===== src/rtl/timer_pkg.sv =====
// Shared timer/PWM types: mode encoding and default counter width.
// Imported by the prescaler and the multi-channel top.
package timer_pkg;

  localparam int CNT_W_DEF = 32;

  typedef enum logic [1:0] {
    MODE_OFF     = 2'b00,
    MODE_INT     = 2'b01,
    MODE_PWM     = 2'b10,
    MODE_ONESHOT = 2'b11
  } mode_e;

endpackage


===== src/rtl/timer_prescaler.sv =====
// Shared prescaler: emits one tick every prescaler+1 cycles.
// clear holds the divider at zero and suppresses the tick.
module timer_prescaler
  import timer_pkg::*;
#(
  parameter int CNT_W = CNT_W_DEF
) (
  input  logic             clk,
  input  logic             reset,
  input  logic             clear,
  input  logic [CNT_W-1:0] prescaler,
  output logic             tick
);

  logic [CNT_W-1:0] pres_cnt_q;
  logic [CNT_W-1:0] pres_cnt_d;

  // Tick on reaching (or passing) the limit, then restart from 0.
  always_comb begin
    tick       = !clear && (pres_cnt_q >= prescaler);
    pres_cnt_d = pres_cnt_q + CNT_W'(1);
    if (clear || tick) pres_cnt_d = '0;
  end

  // Divider state.
  always_ff @(posedge clk) begin
    if (reset) pres_cnt_q <= '0;
    else       pres_cnt_q <= pres_cnt_d;
  end

endmodule


===== src/rtl/timer_pwm_multi.sv =====
// Multi-channel timer/PWM: shared period counter, shadowed compares.
// Optional one-shot mode 11 enabled by TIMER_PWM_ONESHOT_EN.
module timer_pwm_multi
  import timer_pkg::*;
#(
  parameter int CNT_W = CNT_W_DEF,
  parameter int N_CH  = 4
) (
  input  logic                  clk,
  input  logic                  reset,
  input  logic [1:0]            mode,
  input  logic [CNT_W-1:0]      prescaler,
  input  logic [CNT_W-1:0]      max_count,
  input  logic [N_CH*CNT_W-1:0] compare,
  input  logic                  int_clear,
  output logic                  timer_int,
  output logic                  period_end,
  output logic [N_CH-1:0]       pwm_out,
  output logic [CNT_W-1:0]      count_out
);

  mode_e            mode_cur;
  mode_e            mode_q;
  logic [CNT_W-1:0] count_q, count_d;
  logic [CNT_W-1:0] max_sh_q, max_sh_d;
  logic [CNT_W-1:0] cmp_sh_q [N_CH];
  logic [CNT_W-1:0] cmp_sh_d [N_CH];
  logic [N_CH-1:0]  pwm_q, pwm_d;
  logic             pe_q, pe_d;
  logic             int_q, int_d;
  logic             mode_chg, run, active;
  logic             tick, wrap, reload;
  logic             is_pwm, int_set;

  assign mode_cur = mode_e'(mode);

  timer_prescaler #(.CNT_W(CNT_W)) u_pres (
    .clk       (clk),
    .reset     (reset),
    .clear     (!active),
    .prescaler (prescaler),
    .tick      (tick)
  );

`ifdef TIMER_PWM_ONESHOT_EN
  logic done_q, done_d;

  // One-shot halts after its single wrap until the mode changes.
  always_comb begin
    run = (mode_cur == MODE_INT) || (mode_cur == MODE_PWM) ||
          ((mode_cur == MODE_ONESHOT) && !done_q);
    done_d = mode_chg ? 1'b0 :
             (done_q || (wrap && (mode_cur == MODE_ONESHOT)));
  end

  // One-shot completion flag.
  always_ff @(posedge clk) begin
    if (reset) done_q <= 1'b0;
    else       done_q <= done_d;
  end
`else
  // Mode 11 without the one-shot feature is identical to off.
  always_comb begin
    run = (mode_cur == MODE_INT) || (mode_cur == MODE_PWM);
  end
`endif

  // Period counter, wrap detection, shadow reload and interrupt.
  always_comb begin
    mode_chg = (mode_cur != mode_q);
    active   = run && !mode_chg;
    wrap     = active && tick && (count_q >= max_sh_q);
    reload   = mode_chg || wrap;
    is_pwm   = active && (mode_cur == MODE_PWM);
    count_d  = count_q;
    if (!active)   count_d = '0;
    else if (wrap) count_d = '0;
    else if (tick) count_d = count_q + CNT_W'(1);
    max_sh_d = reload ? max_count : max_sh_q;
    pe_d     = wrap;
    int_set  = wrap && (mode_cur != MODE_PWM);
    int_d    = int_q;
    if (int_set)        int_d = 1'b1;
    else if (int_clear) int_d = 1'b0;
  end

  for (genvar i = 0; i < N_CH; i++) begin : g_ch
    assign cmp_sh_d[i] = reload ? compare[i*CNT_W +: CNT_W]
                                : cmp_sh_q[i];
    assign pwm_d[i] = is_pwm && (count_d < cmp_sh_d[i]);

    // Per-channel compare shadow.
    always_ff @(posedge clk) begin
      if (reset) cmp_sh_q[i] <= '0;
      else       cmp_sh_q[i] <= cmp_sh_d[i];
    end
  end

  // Shared timer state and registered outputs.
  always_ff @(posedge clk) begin
    if (reset) begin
      mode_q   <= MODE_OFF;
      count_q  <= '0;
      max_sh_q <= '0;
      pwm_q    <= '0;
      pe_q     <= 1'b0;
      int_q    <= 1'b0;
    end else begin
      mode_q   <= mode_cur;
      count_q  <= count_d;
      max_sh_q <= max_sh_d;
      pwm_q    <= pwm_d;
      pe_q     <= pe_d;
      int_q    <= int_d;
    end
  end

  assign timer_int  = int_q;
  assign period_end = pe_q;
  assign pwm_out    = pwm_q;
  assign count_out  = count_q;

endmodule


===== config.mk =====
export PLATFORM = sky130hd
export DESIGN_NAME = timer_pwm_multi
export DESIGN_NICKNAME = d
export VERILOG_FILES = /design/src/rtl/timer_pkg.sv /design/src/rtl/timer_prescaler.sv /design/src/rtl/timer_pwm_multi.sv
export SDC_FILE = /design/constraint.sdc
export NUM_CORES = 1
export LEC_CHECK = 0
export BUFFER_PORTS_ARGS = -buffer_cell sky130_fd_sc_hd__buf_2
export CORE_UTILIZATION = 40
export DETAILED_ROUTE_END_ITERATION = 8
export GPL_TIMING_DRIVEN = 1
export SLEW_MARGIN = 40
export SYNTH_ARGS = -nofsm -noshare
export SYNTH_HDL_FRONTEND = slang
export SYNTH_SLANG_ARGS = --single-unit

===== constraint.sdc =====
create_clock -name clk -period 6.95 [get_ports clk]
set_clock_uncertainty 0.05 [all_clocks]
set_input_delay 1.7375 -clock clk [delete_from_list [all_inputs] [get_ports clk]]
set_output_delay 1.7375 -clock clk [all_outputs]
set_load 0.05 [all_outputs]

==> results.toml, run 1 <==
[timing]
slew_headroom_pct = 46.3
rsz0062_at_grt = "no"
period_needed_ns = 6.45
hold_viol = 0
fmax_mhz = 155
hold_slack_ns = 0.407
drv_slew = 0
worst_pin_slew_ns = 0.798
fin_crit_sh_pct = 92.8
finalSetupViolCount = 0

[synthesis]
synth_fp_nets = 2155
synth_cell_types = 51
yosysSeqAreaShare_pct = 30.0
syn_area_per_cell_sq_um = 8.76
synth_ff_type = "dfxtp_1"
yosys-top-cells-area = "dfxtp_1, mux2i_1, ha_1, nand2_1, xor2_1"
synth_edf_count = 0
synth_area_sq_um = 15500
synth_area_leader_cell = "dfxtp_1"
yosysMostFrequentCell = "nand2_1"
synthCells = 1767
synthArstFlopShare_pct = 0
ys_seq_elements = 232
synth_top_area_share_pct = 30.0
synthTopCellsByCount = "nand2_1, mux2i_1, dfxtp_1, ha_1, nor2_1"
yosysWarnings = 0

[drt]
detail_route.first_pass.iterations = 7
num_vias = 13100
vias_per_cell = 5.21
wl_per_cell_um = 17.2
drc = 0
drt_iter0_drc = 613
routed_wl_um = 43400
antenna_left = 0

[critical_path]
crit_path_end = "pwm_out[2]"
path_buf_inv = 3
cp_slowest_stage_delay_ns = 0.68
arrival_ns = 6.83
reg2reg_slack_ns = 1.23
crit_cells = 19
required_ns = 7.33
r2r_cells = 18
reg2reg_to = "pwm_out[2]"
r2r-start = "count_out[2]"
crit_path_start = "prescaler[29]"
crit_path_max_fanout = 27
critPathKind = "input port to flip-flop"
crit_chain = "buf_2, inv_1, ha_1, and4_1, and4_4, a222oi_1, o211ai_2, buf_4, o2111ai_1, xor2_1, nor2_1, ha_1, nand4_1, or2_2, or4_1, a2111oi_0, a2111oi_0, o221ai_1, a41oi_1"
cp_slowest_cell = "a2111oi_0"
end_kind = "flip-flop"
cp_top_family = "compound AO/OA/AOI/OAI gates"
start_kind = "input port"

[clock_tree]
clockRootBuffer = "clkbuf_16"
postCtsResizedCells = 0
cts_hold_buf = 0
clk_pin_slew_ns = 0.06
cts_made_buffers = 29
cts_num_sinks = 232
insertion_delay_ns = 0.57
cts_buffer_depth = 3
cts_max_level = 1
cts_tree = "yes"
cts_setup_buffers = 0

[place]
dpl.hpwl_um = 33700
placed_cells = 2467
gp_congestion = 0.870
io_buffers = 234

[power_and_ir_drop]
p_total_uw = 3480
pwr-share-clk_pct = 41.6
power_frac_seq_pct = 41.7
p_leak_uw = 0.00846
powerDensity_nw_per_um2 = 194
intPower_uw = 2510
ir_drop_v = 0.000163
pwr-share-comb_pct = 16.7
p_sw_uw = 974
switching_share_pct = 28.0

[hold_path]
hold_class = "flip-flop to flip-flop"

[floorplanning]
core_area_sq_um = 37800
fp.dieW_um = 199
die_height_um = 199
initial_utilization_pct = 40.9
num_rows = 71
io_pins = 235
die_area_sq_um = 39500

[finish]
n_antenna_cell = 0
syn_to_final_growth_pct = 16.2
fin_cells = 2519
final_layout_size_suffix_gt1_share_pct = 17.0
nNetsFinal = 2375

[global_route]
grt_max_degree = 152
grt.met3_usage_pct = 3.32
grt_use_met1_pct = 29.1
grt_pass1_wl_um = 67100
grt.busiest_layer = "met2"
overflow = 0
antenna_found_initial = 0
met2_usage_pct = 36.2
grt.total_usage_pct = 21.7
grt_pass1_vias = 12500

[status]
status = "finished, final reports clean"

[job]
maxCapViolations = 0
-- power by group through the flow --
stage          Clock (uW)  Combinational (uW)  Sequential [uW]
2_1_floorplan           0                 436             1470
3_3_place_gp            0                 566             1480
3_5_place_dp            0                 582             1480
4_1_cts              1490                 585             1450
5_1_grt              1540                 645             1460
6_report             1450                 580             1450
-- tightest hold or removal path, stage by stage, from the launching register on --
cell and delay [ns]:
dfxtp_1 0.31, nand2_1 0.05, mux2i_1 0.05
-- cell type report --
class	count	area (sq um)
clock buffer	40	837
clock inverter	12	67.6
fill	3772	19900
inverter	70	270
multi-input combinational	1377	9980
sequential	232	4640
tap	511	639
timing repair buffer	277	1550
-- routing by layer --
layer,routed length [um],up-vias
li1,-,6685
met1,20200,6102
met2,20100,289
met3,2280,49
met4,819,0
met5,0,-
-- kinds of logic after synthesis --
| family | after synthesis | synth area share (%) |
|---|---|---|
| AND/OR/NAND/NOR | 625 | 17.9 |
| adder cells (fa/ha/maj) | 191 | 15.4 |
| multiplexers | 285 | 18.4 |
| buffers and inverters | 158 | 5.57 |
| flip-flops | 232 | 30.0 |
| XOR/XNOR | 60 | 3.39 |
| AO/OA/AOI/OAI | 216 | 9.28 |
-- state kept, by name, indices dropped and copies added, names as in the netlist --
| signal | flops |
|---|---|
| cmp_sh_q | 128 |
| count_out | 32 |
| max_sh_q | 32 |
| mode_q | 2 |
| period_end | 1 |
| pwm_out | 4 |
| timer_int | 1 |
| u_pres.pres_cnt_q | 32 |
-- through the flow --
stage	TNS, ns	setup WS [ns]	util, %	area (sq um)
after global placement	0	0.150	45.1	17100
final	0	0.504	47.5	18000
after floorplan	0	0.981	-	15500
after global routing	0	0.150	47.5	18000
after CTS	0	0.589	47.5	18000
after detailed placement	-0.00644	-0.00644	45.1	17100
-- layout by cell type (no fill, tap or decap), drive strengths merged, types with 5 or more instances in the layout --
| master | synthesis | layout |
|---|---|---|
| and4 | 18 | 18 |
| ha | 191 | 191 |
| clkbuf | 54 | 40 |
| a41oi | 5 | 5 |
| nor2b | 5 | 5 |
| nor3 | 9 | 9 |
| o211ai | 19 | 19 |
| a31oi | 10 | 10 |
| nand2 | 366 | 366 |
| xnor2 | 14 | 14 |
| nor2 | 107 | 107 |
| o21a | 5 | 5 |
| inv | 70 | 71 |
| o21ai | 36 | 36 |
| nand4 | 43 | 43 |
| a21o | 48 | 48 |
| o2111ai | 11 | 11 |
| nand3 | 25 | 25 |
| mux2i | 285 | 285 |
| xor2 | 46 | 46 |
| a2111oi | 9 | 9 |
| buf | 34 | 277 |
| or4 | 5 | 5 |
| clkinv | 0 | 11 |
| and3 | 22 | 22 |
| dfxtp | 232 | 232 |
| a21oi | 55 | 55 |
| or2 | 5 | 5 |
-- how the worst min path moves through the flow --
stage | startpoint | end | slack, ns | depth (start not counted)
after floorplan | u_pres.pres_cnt_q[0] | u_pres.pres_cnt_q[0] | 0.39 | 1
after global routing | cmp_sh_q[2][30] | cmp_sh_q[2][30] | 0.42 | 2
final | max_sh_q[22] | max_sh_q[22] | 0.41 | 2
after detailed placement | cmp_sh_q[1][15] | cmp_sh_q[1][15] | 0.40 | 2
after global placement | cmp_sh_q[0][31] | cmp_sh_q[0][31] | 0.39 | 2
after CTS | cmp_sh_q[3][1] | cmp_sh_q[3][1] | 0.41 | 2
(Power assumes the default switching activity.)
==> run 2: changes to the inputs <==
- BUFFER_PORTS_ARGS: -buffer_cell sky130_fd_sc_hd__buf_2 -> unset
- DONT_BUFFER_PORTS: unset -> 1
==> run 2 against run 1 <==
Against the previous run: sequential power hardly changed; core utilization is 2.0 points lower; setup slack worse by 0.26 ns; combinational power is 12% lower; largest power group is now the clock network.
==> results.toml, run 2 (synthesis gave the netlist of run 1 again) <==
[status]
status = "finished, final reports clean"

[job]
maxCapViolations = 0

[timing]
drv_slew = 0
hold_viol = 0
hold_slack_ns = 0.406
fmax_mhz = 149
worst_pin_slew_ns = 0.809
finalSetupViolCount = 0
rsz0062_at_grt = "no"
slew_headroom_pct = 44.7
layout_setup_ws_ns = 0.247
finalSetupTns_ns = 0
period_needed_ns = 6.70
fin_crit_sh_pct = 96.4

[finish]
regMostFlops = "cmp_sh_q"
final_layout_size_suffix_gt1_share_pct = 8.15
nNetsFinal = 2182
final_cell_mix = "nand2_1, mux2i_1, dfxtp_1"
largest_reg_flops = 128
syn_to_final_growth_pct = 11.3
fin_cells = 2329
layout_commonest_cell = "nand2_1"

[hold_path]
min_to = "cmp_sh_q[3][21]"
hold_depth = 2
hold_class = "flip-flop to flip-flop"
min_from = "cmp_sh_q[3][21]"

[drt]
wl_per_cell_um = 19.0
dr_wl_met2_um = 20600
detail_route.first_pass.iterations = 5
vias_per_cell = 5.31
wirelength_met1_um = 17900
routed.top_layer = "met5"
drc = 0
num_vias = 12400
drt_iter0_drc = 503
routed_wl_um = 44200
wl_met3_um = 4030
antenna_left = 0

[critical_path]
reg2reg_slack_ns = 0.82
crit_chain = "inv_1, ha_1, and4_1, and4_4, a222oi_1, o211ai_2, nor2_4, o31a_2, buf_12, buf_4, mux2i_1, ha_1, nand4_1, or2_2, or4_1, a2111oi_0, a2111oi_0, o221ai_1, a41oi_1"
critPathKind = "input port to flip-flop"
required_ns = 7.34
cp_top_family = "compound AO/OA/AOI/OAI gates"
end_kind = "flip-flop"
crit_path_max_fanout = 27
r2r-start = "count_out[3]"
arrival_ns = 7.09
path_buf_inv = 3
start_kind = "input port"
reg2reg_to = "pwm_out[2]"
cp_slowest_cell = "a2111oi_0"
cp_slowest_stage_delay_ns = 0.78
r2r_cells = 18

[global_route]
grt_pass1_vias = 12200
grt_pass1_wl_um = 66800
antenna_found_initial = 2
overflow = 0
grt_max_degree = 134
grt.total_usage_pct = 22.0

[clock_tree]
cts_setup_buffers = 0
postCtsResizedCells = 0
cts_tree = "yes"
clockRootBuffer = "clkbuf_16"
insertion_delay_ns = 0.57
cts_num_sinks = 232
cts_made_buffers = 29
cts_hold_buf = 0
cts_max_level = 1
cts_buffer_depth = 3
clk_pin_slew_ns = 0.06

[place]
placed_cells = 2274
io_buffers = 0
dpl.hpwl_um = 35100
gp_congestion = 0.867
dp_slack_ns = -0.260

[floorplanning]
num_rows = 71
core_area_sq_um = 37800
die_area_sq_um = 39500
die_height_um = 199
initial_utilization_pct = 40.9
io_pins = 235
fp.dieW_um = 199

[power_and_ir_drop]
powerDensity_nw_per_um2 = 207
p_leak_uw = 0.00772
ir_drop_v = 0.000165
==> run 2: cell count changes in the layout (fill, tap and decap cells not counted), sizes merged <==
cell / before / now
clkinv: 11 / 5
clkinvlp: 0 / 2
diode: 0 / 1
bufinv: 0 / 4
clkbuf: 40 / 42
buf: 277 / 84
==> run 2: power breakdown <==
group | total [uW] | internal, uW | switching [uW] | leakage (uW)
clock network | 1600 | 980 | 622 | 0.000490
logic | 511 | 221 | 291 | 0.00533
registers | 1450 | 1410 | 40.7 | 0.00191
==> run 2: final cells by class <==
cell class	count	area, sq um
timing repair buffer	84	684
antenna	1	2.50
sequential	232	4640
clock buffer	42	835
clock inverter	12	176
inverter	70	270
multi-input combinational	1377	9980
fill	3712	20600
tap	511	639
==> run 2: stage by stage <==
stage | total power (uW) | cell area [sq um] | utilization (%)
after floorplan | 1910 | 15500 | -
after global placement | 1970 | 16200 | 42.8
after detailed placement | 1990 | 16200 | 42.9
after CTS | 3610 | 17200 | 45.5
after global routing | 3720 | 17200 | 45.5
final | 3570 | 17200 | 45.5
==> run 2: worst min-delay path, delay by kind of cell, from the launching register on <==
| kind | cells | cell delay (ns) |
|---|---|---|
| DFF | 1 | 0.31 |
| and+or+nand+nor | 1 | 0.05 |
| muxes | 1 | 0.05 |
==> run 2: layer usage <==
layer  vias to the layer above  global-route usage (%)
met4                         4                    8.43
met2                       266                    37.3
li1                       6295                       -
met5                         -                       0
met3                        89                    8.85
met1                      5718                    24.5
==> run 2: worst max path at each step <==
stage                            end  slack [ns]  cells after the start     startpoint
after global routing      pwm_out[0]        0.02                     19  prescaler[29]
after CTS                 pwm_out[2]        0.34                     19  prescaler[29]
after global placement    pwm_out[2]       -0.22                     19  prescaler[29]
after floorplan           pwm_out[1]        0.98                     19  prescaler[29]
final                     pwm_out[2]        0.25                     19  prescaler[29]
after detailed placement  pwm_out[2]       -0.26                     19  prescaler[29]
